==> config.mk <==
export PLATFORM = sky130hd
export DESIGN_NAME = timer_irq_dev
export DESIGN_NICKNAME = d
export VERILOG_FILES = /design/src/rtl/timer_irq_dev.sv
export SDC_FILE = /design/constraint.sdc
export NUM_CORES = 1
export LEC_CHECK = 0
export CAP_MARGIN = 25
export CELL_PAD_IN_SITES_DETAIL_PLACEMENT = 1
export CELL_PAD_IN_SITES_GLOBAL_PLACEMENT = 2
export CORE_ASPECT_RATIO = 1.75
export CORE_MARGIN = 2
export CORE_UTILIZATION = 36
export CTS_CLUSTER_SIZE = 20
export DETAILED_ROUTE_END_ITERATION = 8
export PLACE_DENSITY_LB_ADDON = 0.1
export SLEW_MARGIN = 20
export SYNTH_ARGS = -nofsm -noshare
export SYNTH_HDL_FRONTEND = slang
export SYNTH_SLANG_ARGS = --single-unit
==> constraint.sdc <==
create_clock -name clk -period 6.4 [get_ports clk]
set_input_delay 1.6 -clock clk [delete_from_list [all_inputs] [get_ports clk]]
set_output_delay 1.6 -clock clk [all_outputs]
set_load 0.05 [all_outputs]
==> src/rtl/timer_irq_dev.sv <==
// ---------------------------------------------------------------------------
// timer_irq_dev -- memory-mapped countdown timer with one interrupt line.
//
// Ports:
//   clk    system clock (same domain as CPU and bridge)
//   reset  asynchronous, active-high reset
//   Addr   register select: 0=CTRL, 1=PRESET, 2=COUNT (read-only), 3=reserved
//   WE     write strobe, sampled on rising clk
//   Din    write data
//   Dout   combinational read data for the register selected by Addr
//   IRQ    level interrupt request = IM & irq_flag
//
// CTRL[0]=Enable, CTRL[2:1]=Mode (1=auto-reload, anything else one-shot),
// CTRL[3]=IM (1=interrupt unmasked).
// ---------------------------------------------------------------------------
module timer_irq_dev #(
    parameter int CNT_W = 32
) (
    input  logic        clk,
    input  logic        reset,
    input  logic [1:0]  Addr,
    input  logic        WE,
    input  logic [31:0] Din,
    output logic [31:0] Dout,
    output logic        IRQ
);

    typedef enum logic [1:0] {
        ST_IDLE = 2'd0,
        ST_LOAD = 2'd1,
        ST_CNT  = 2'd2,
        ST_INT  = 2'd3
    } state_t;

    state_t             state_q, state_d;
    logic [3:0]         ctrl_q, ctrl_d;
    logic [CNT_W-1:0]   preset_q, preset_d;
    logic [CNT_W-1:0]   count_q, count_d;
    logic               irq_flag_q, irq_flag_d;

    logic               enable;
    logic [1:0]         mode;
    logic               irq_mask;

    assign enable   = ctrl_q[0];
    assign mode     = ctrl_q[2:1];
    assign irq_mask = ctrl_q[3];

    // -----------------------------------------------------------------------
    // State register
    // -----------------------------------------------------------------------
    always_ff @(posedge clk or posedge reset) begin
        if (reset) begin
            state_q    <= ST_IDLE;
            ctrl_q     <= '0;
            preset_q   <= '0;
            count_q    <= '0;
            irq_flag_q <= 1'b0;
        end else begin
            state_q    <= state_d;
            ctrl_q     <= ctrl_d;
            preset_q   <= preset_d;
            count_q    <= count_d;
            irq_flag_q <= irq_flag_d;
        end
    end

    // -----------------------------------------------------------------------
    // Next-state logic: FSM first, then bus writes override everything.
    // -----------------------------------------------------------------------
    always_comb begin
        state_d    = state_q;
        ctrl_d     = ctrl_q;
        preset_d   = preset_q;
        count_d    = count_q;
        irq_flag_d = irq_flag_q;

        case (state_q)
            ST_IDLE: begin
                if (enable) begin
                    state_d = ST_LOAD;
                end
            end
            ST_LOAD: begin
                count_d = preset_q;
                state_d = ST_CNT;
            end
            ST_CNT: begin
                if (!enable) begin
                    state_d = ST_IDLE;
                end else if (count_q > CNT_W'(1)) begin
                    count_d = count_q - CNT_W'(1);
                end else begin
                    // COUNT of 0 or 1 both expire here, so PRESET=0 never wraps.
                    count_d    = '0;
                    irq_flag_d = 1'b1;
                    state_d    = ST_INT;
                end
            end
            ST_INT: begin
                if (mode == 2'd1) begin
                    irq_flag_d = 1'b0;
                    state_d    = ST_LOAD;
                end else begin
                    // One-shot: flag remains until software rewrites CTRL/PRESET.
                    ctrl_d  = {ctrl_q[3:1], 1'b0};
                    state_d = ST_IDLE;
                end
            end
            default: state_d = ST_IDLE;
        endcase

        // A CTRL/PRESET write discards the FSM's update for this edge,
        // COUNT included, and restarts from IDLE.
        if (WE) begin
            case (Addr)
                2'd0: begin
                    ctrl_d     = Din[3:0];
                    preset_d   = preset_q;
                    count_d    = count_q;
                    irq_flag_d = 1'b0;
                    state_d    = ST_IDLE;
                end
                2'd1: begin
                    ctrl_d     = ctrl_q;
                    preset_d   = Din[CNT_W-1:0];
                    count_d    = count_q;
                    irq_flag_d = 1'b0;
                    state_d    = ST_IDLE;
                end
                default: ; // COUNT and reserved are not writable
            endcase
        end
    end

    // -----------------------------------------------------------------------
    // Read mux and interrupt output
    // -----------------------------------------------------------------------
    always_comb begin
        Dout = '0;
        case (Addr)
            2'd0:    Dout = {28'd0, ctrl_q};
            2'd1:    Dout = 32'(preset_q);
            2'd2:    Dout = 32'(count_q);
            default: Dout = '0;
        endcase
    end

    assign IRQ = irq_mask & irq_flag_q;

endmodule

Word level (Yosys, flattened, before mapping):

Index checks and enable logic that the tools add are counted.

* bits of input ports: 37
* flip-flop bits (word level): 71
* logic and storage cells: 43
* output and inout port bits: 33

* bitwise gates (word level): 1
* equal/unequal tests: 8
* $lt $le $gt $ge: 1
* muxes and demuxes: 23
* add/sub/neg operators: 1
* reductions and logical operators: 4

Operator list (count)
* 2-to-1 mux 32 bit: 4
* one-hot mux 32 bit (3 select lines): 1
* one-hot mux 32 bit (2 select lines): 1
* greater-than comparator 32 x 1 -> 1 bit, second input constant: 1
* subtractor 32 x 1 -> 32 bit, second input constant: 1
* 2-to-1 mux 2 bit: 5
* 2-to-1 mux 1 bit: 8
* one-hot mux 2 bit (4 select lines): 1
* one-hot mux 4 bit (2 select lines): 1
* == test 2 x 1 -> 1 bit, second input constant: 3
* == test 2 bit, second input constant: 3
* zero test 2 bit: 2
* 2-to-1 mux 4 bit: 1
* inequality test 2 bit, second input constant: 2
* one-hot mux 1 bit (2 select lines): 1
* AND reduction 2 bit: 1
* OR reduction 2 bit: 1
* AND 1 bit: 1

Logic depth before layout (Yosys ltp):

Gate-level depths: netlist (run 1).

* depth after elaboration: 6
* gate-level depth with buffers: 9

Least setup slack after synthesis (run 1):

No wires, ideal clock.

* kind: in2out
* start: input Addr[1]
* end: output Dout[2]
* path buffers: 1
* cell stages on the path: 3
* data arrival time: 2969 ps
* path slack: 1831 ps
* cell sequence: buf_2 mux2i_1 o21ai_0

* longest elaborated chain between the ends: 2
* elaborated cells between the ends (all ways): 4
* classes of those cells: 2 x eq/ne; 1 x mux; 1 x reduce/logical

Ends and longest elaborated chain
* from (decl): RTL line 21 `input logic [1:0] Addr,`
* == test 2 bit (tied with other cells): RTL line 141 `case (Addr)`
* one-hot mux 32 bit (3 select lines) (*): RTL line 141
* to (decl): RTL line 24 `output logic [31:0] Dout,`

Mark *: on every way between the ends. The rest lies on a longest branch, timed or not.

Worst setup path in the final report (run 1):

* start: input Addr[1]
* end: output Dout[4]

Same word-level chain as after synthesis.

==> flow_summary.json, run 1 <==
{
  "run_status": "finished clean",
  "finalHoldWorstSlack_ns": 0.526,
  "finalClockSkew_ns": 0.00398,
  "power_density_relative_to_cell_area_mw_per_mm2": 409,
  "yosysUniqueCellTypes": 57,
  "register_area_share_after_synthesis": 0.433,
  "post_synth_instance_area_mm2": 0.00410,
  "routability_driven_placement_congestion_ratio": 0.781,
  "area_delta_synth_final_pct": 26.6,
  "slew-limit-headroom": 0.520,
  "antenna_violations_before_repair": 0,
  "final_min_period_over_clock_period": 0.855,
  "post_synth_xor_area_fraction": 0,
  "grt_setup_unrepaired": "no",
  "antenna_left": 0,
  "layout-drive-gt1-share": 0.153,
  "io_pins": 70,
  "synth.area.top_cells": "sky130_fd_sc_hd__dfrtp_1, sky130_fd_sc_hd__mux2_2, sky130_fd_sc_hd__a22o_1",
  "avgRoutedWirePerCell_um": 21.1,
  "peakVddDrop_v": 0.000160,
  "ys_seq_elements": 71,
  "cts_root_buf": "sky130_fd_sc_hd__clkbuf_16",
  "via_per_inst": 6.03,
  "initial_util": 0.369,
  "grt_pass1_wl_mm": 21.0,
  "setup_viol": 0,
  "dp_cells": 586,
  "wirelength_mm": 12.7,
  "drc_errors": 0,
  "drv_slew": 0,
  "crit_path_max_fanout": 28,
  "layoutNonFillerInstCount": 602,
  "count_of_flip_flops_with_a_built_in_enable_after_synthesis": 0,
  "max_freq_mhz": 183,
  "synth_top_cell_by_area": "sky130_fd_sc_hd__dfrtp_1",
  "max_slew.worst_pin.slew_ns": 0.719,
  "yosys_most_used_dff": "sky130_fd_sc_hd__dfrtp_1",
  "cts_post_setup_buffers_inserted": 0,
  "estimated_wirelength_of_the_detail_placed_design_mm": 8.85,
  "cts_hold_buffers": 0,
  "synth_top_area_frac": 0.433,
  "cts_num_sinks": 71,
  "clock_tree_from_tritoncts": "yes",
  "start_kind": "primary input",
  "grtUsageTotal": 0.214,
  "cts_inserted_buffers": 9,
  "most-common-layout-cells": "sky130_fd_sc_hd__dfrtp_1, sky130_fd_sc_hd__clkdlybuf4s50_1, sky130_fd_sc_hd__a22o_1, sky130_fd_sc_hd__mux2_2, sky130_fd_sc_hd__nand2_1",
  "rows": 51,
  "area_share_of_fa_ha_maj_cells_after_synthesis": 0.00610,
  "power.leakage_nw": 2.03,
  "cts-root-to-sink-buffers": 2,
  "main_combinational_cell_family_by_area_after_synthesis": "compound AO/OA/AOI/OAI gates",
  "antenna_cells_inserted": 0,
  "die_h_um": 145,
  "syn-instance-count": 410,
  "report.final.hold_viol_count": 0,
  "clkTransAtPathRegs_ns": 0.05,
  "max-cap-violations": 0,
  "timing.critical_path.required_ns": 4.80,
  "floorplan.die_area_mm2": 0.0123,
  "pin_count_of_the_biggest_net_entering_global_routing": 41,
  "layout.filler_cells": 1263,
  "detail_route.iter0.violations": 207,
  "vias_in_the_first_global_route": 3964,
  "worstHoldPathType": "register to register",
  "die-width_um": 84.7,
  "final_total_negative_setup_slack_ns": 0,
  "ys_warn_count": 0,
  "finalWorstPathRequiredPeriod_ns": 5.47,
  "placement.io_buffers": 69,
  "worst_setup_path_category": "primary input to output port",
  "cp_data_arrival_time_ns": 3.87,
  "core_footprint_mm2": 0.0111,
  "via_count_of_the_routed_design": 3633,
  "clock_latency_ns": 0.34,
  "timing.critical_path.to_type": "output port",
  "cts_max_level": 3,
  "syn_area_per_cell_um2": 10.0,
  "post_synth_mux_area_share": 0.106,
  "postSynth.asyncResetShare": 1.00,
  "final_nets": 504,
  "grt.overflow.total": 0,
  "mostFrequentLayoutCell": "sky130_fd_sc_hd__dfrtp_1",
  "number_of_nets_produced_by_synthesis": 449,
  "firstDrtPassIters": 4,
  "area_fraction_in_compound_gates_after_synthesis": 0.230,
  "synth-simple-area-share": 0.178,
  "post_cts_resized": 0
}
[final timing paths]
path / from / cells after the start / endpoint / slack [ns]
setup / recovery: Addr[1] / 5 / Dout[4] / 0.93
setup reg to reg: count_q[11] / 6 / count_q[29] / 3.49
hold / removal: preset_q[15] / 2 / count_q[15] / 0.53
min in group asynchronous: reset / 2 / preset_q[1] / 1.69
hold reg to reg: preset_q[15] / 2 / count_q[15] / 0.53
max in group asynchronous: reset / 3 / count_q[1] / 3.66
[where the power goes]
part	total, mW	internal, mW	leakage (nW)	switching [mW]
Sequential	0.814	0.592	0.856	0.222
Clock	0.501	0.311	0.146	0.191
Combinational	0.810	0.338	1.03	0.472
[metal layers]
layer	part of all wire	wire, um	GRT usage	vias up
li1	-	-	-	1687
met1	0.41	5160	0.261	1846
met2	0.54	6840	0.375	80
met3	0.036	457	0.0324	20
met4	0.021	262	0.0825	0
met5	0	0	0	-
[area by class of cell]
cell class | instances | area (um^2) | area share
sequential | 71 | 1780 | 0.342
tap | 132 | 165 | 0.0318
clock buffer | 12 | 246 | 0.0475
clock inverter | 4 | 45.0 | 0.00868
inverter | 10 | 37.5 | 0.00723
multi-input combinational | 293 | 2150 | 0.414
timing repair buffer | 80 | 773 | 0.149
[sequential cells by signal, indices dropped and copies added, names as in the netlist]
| register | flops |
|---|---|
| preset_q | 32 |
| irq_flag_q | 1 |
| ctrl_q | 4 |
| state_q | 2 |
| count_q | 32 |
[cell families after synthesis]
| group | count (synthesis) |
|---|---|
| adders and majority gates | 2 |
| muxes | 39 |
| DFF | 71 |
| buffers and inverters | 46 |
| AOI/OAI and AO/OA | 124 |
| and+or+nand+nor | 128 |
[metrics by stage]
stage	setup slack, ns	utilization	power, mW	cell area [um^2]
floorplan	1.83	-	1.35	4100
global placement	0.968	0.440	1.60	4880
detailed placement	0.916	0.441	1.63	4900
CTS	0.919	0.468	2.15	5190
global route	0.811	0.468	2.26	5190
finish	0.930	0.468	2.13	5190
[cells in the mapped netlist (all sizes together) (6+ instances only)]
cell	number
buf	10
nor2	18
a32oi	7
a21oi	11
nor4	6
clkbuf	26
nor2b	6
nand4	8
dfrtp	71
o41ai	6
o21ai	28
inv	9
nand3	15
nand2	31
or4	10
nor3	14
mux2	35
o2bb2ai	6
a22o	37
[worst max-delay path: stages]
cell and delay [ns]:
sky130_fd_sc_hd__clkdlybuf4s50_1 0.68, sky130_fd_sc_hd__nor2b_2 0.21, sky130_fd_sc_hd__buf_4 0.35, sky130_fd_sc_hd__a22o_1 0.22, sky130_fd_sc_hd__clkdlybuf4s50_1 0.80
Power figures use the tool's default switching activity.
==> run 2: changes to the inputs <==
Settings changed: CORE_ASPECT_RATIO 1.75 to unset.
==> run 2 against run 1 <==
Effect of this change:
- largest power group unchanged
- wire length barely moved
- sequential share of layout area is 0.22 points lower
- combinational power hardly changed
- cell count grew 1.3%
==> flow_summary.json, run 2 (same netlist as run 1, synthesis figures left out) <==
{
  "report.final.hold_viol_count": 0,
  "estimated_wirelength_of_the_detail_placed_design_mm": 8.67,
  "clkTransAtPathRegs_ns": 0.06,
  "drv_slew": 0,
  "die_h_um": 111,
  "most-common-layout-cells": "sky130_fd_sc_hd__dfrtp_1, sky130_fd_sc_hd__clkdlybuf4s50_1, sky130_fd_sc_hd__a22o_1, sky130_fd_sc_hd__mux2_2, sky130_fd_sc_hd__nand2_1",
  "via_per_inst": 5.95,
  "finalClockSkew_ns": 0.00621,
  "cts_inserted_buffers": 9,
  "power_density_relative_to_cell_area_mw_per_mm2": 411,
  "worstHoldPathType": "register to register",
  "grt.overflow.total": 0,
  "io_pins": 70,
  "worst_setup_path_category": "primary input to output port",
  "peakVddDrop_v": 0.000162,
  "clock_tree_from_tritoncts": "yes",
  "placement.io_buffers": 69,
  "firstDrtPassIters": 4,
  "max-cap-violations": 0,
  "grt_setup_unrepaired": "no",
  "post_cts_resized": 0,
  "die-width_um": 111,
  "max_freq_mhz": 183,
  "crit_path_max_fanout": 28,
  "pin_count_of_the_biggest_net_entering_global_routing": 40,
  "antenna_cells_inserted": 0,
  "setup_viol": 0,
  "routability_driven_placement_congestion_ratio": 0.843,
  "core_footprint_mm2": 0.0110,
  "cts_hold_buffers": 0,
  "run_status": "finished clean",
  "start_kind": "primary input",
  "layout_top_registers": "count_q: 32 flops, preset_q: 32 flops, ctrl_q: 4 flops",
  "reg2reg_setup_slack_ns": 3.45,
  "cp_data_arrival_time_ns": 3.87,
  "timing.critical_path.to_type": "output port",
  "max_slew.worst_pin.slew_ns": 1.01,
  "finalWorstPathRequiredPeriod_ns": 5.47,
  "grt_pass1_wl_mm": 21.2,
  "vias_in_the_first_global_route": 3851,
  "timing.critical_path.required_ns": 4.80,
  "layout-drive-gt1-share": 0.153,
  "detail_route.iter0.violations": 194,
  "avgRoutedWirePerCell_um": 20.9,
  "drc_errors": 0,
  "antenna_violations_before_repair": 0,
  "final_nets": 504,
  "cts_num_sinks": 71,
  "slew-limit-headroom": 0.328,
  "grtUsageTotal": 0.216,
  "cts_post_setup_buffers_inserted": 0,
  "antenna_left": 0,
  "clock_latency_ns": 0.33,
  "floorplan.die_area_mm2": 0.0123,
  "wirelength_mm": 12.7,
  "rows": 38,
  "cts_max_level": 3,
  "area_delta_synth_final_pct": 27.4,
  "final_total_negative_setup_slack_ns": 0,
  "power.leakage_nw": 2.04,
  "cts-root-to-sink-buffers": 2,
  "via_count_of_the_routed_design": 3628,
  "initial_util": 0.373,
  "mostFrequentLayoutCell": "sky130_fd_sc_hd__dfrtp_1",
  "final_min_period_over_clock_period": 0.854,
  "final_core_utilization": 0.476,
  "cts_root_buf": "sky130_fd_sc_hd__clkbuf_16"
}
-- run 2: cell type report --
class                      count  area (um^2)
clock buffer                  14          274
clock inverter                 2         37.5
fill                        1239         5760
inverter                      10         37.5
multi-input combinational    293         2150
sequential                    71         1780
tap                          140          175
timing repair buffer          80          777
-- run 2: power by group --
group | switching [mW] | internal (mW) | leakage (nW)
combinational | 0.471 | 0.337 | 1.03
sequential | 0.226 | 0.592 | 0.856
clock | 0.190 | 0.334 | 0.149
-- run 2: final timing paths --
check | startpoint | end | cells past startpoint
max | Addr[1] | Dout[13] | 5
min | irq_flag_q | irq_flag_q | 2
max reg2reg | count_q[0] | count_q[14] | 7
min reg2reg | irq_flag_q | irq_flag_q | 2
max in group asynchronous | reset | preset_q[28] | 3
min in group asynchronous | reset | preset_q[27] | 2
-- run 2: metal layers --
metal | track usage | share of wire | vias to the layer above
met1 | 0.294 | 0.47 | 1858
met3 | 0.0323 | 0.025 | 12
li1 | - | - | 1690
met5 | 0 | 0 | -
met2 | 0.346 | 0.49 | 68
met4 | 0.0858 | 0.013 | 0
-- run 2: worst max-delay path, cell delays in order --
cell and delay, ns:
sky130_fd_sc_hd__clkdlybuf4s50_1 0.66, sky130_fd_sc_hd__nor2b_2 0.20, sky130_fd_sc_hd__buf_4 0.33, sky130_fd_sc_hd__a22o_1 0.24, sky130_fd_sc_hd__clkdlybuf4s50_1 0.81
-- run 2: stage by stage --
stage               std cells  area [um^2]  power [mW]  hold slack [ns]  worst slack [ns]
global route              610         5230        2.29            0.555             0.839
CTS                       610         5230        2.16            0.527             0.919
floorplan                 410         4100        1.35            0.466              1.83
global placement          593         4900        1.59            0.509              1.01
detailed placement        594         4910        1.62            0.515             0.956
finish                    610         5230        2.15            0.520             0.933
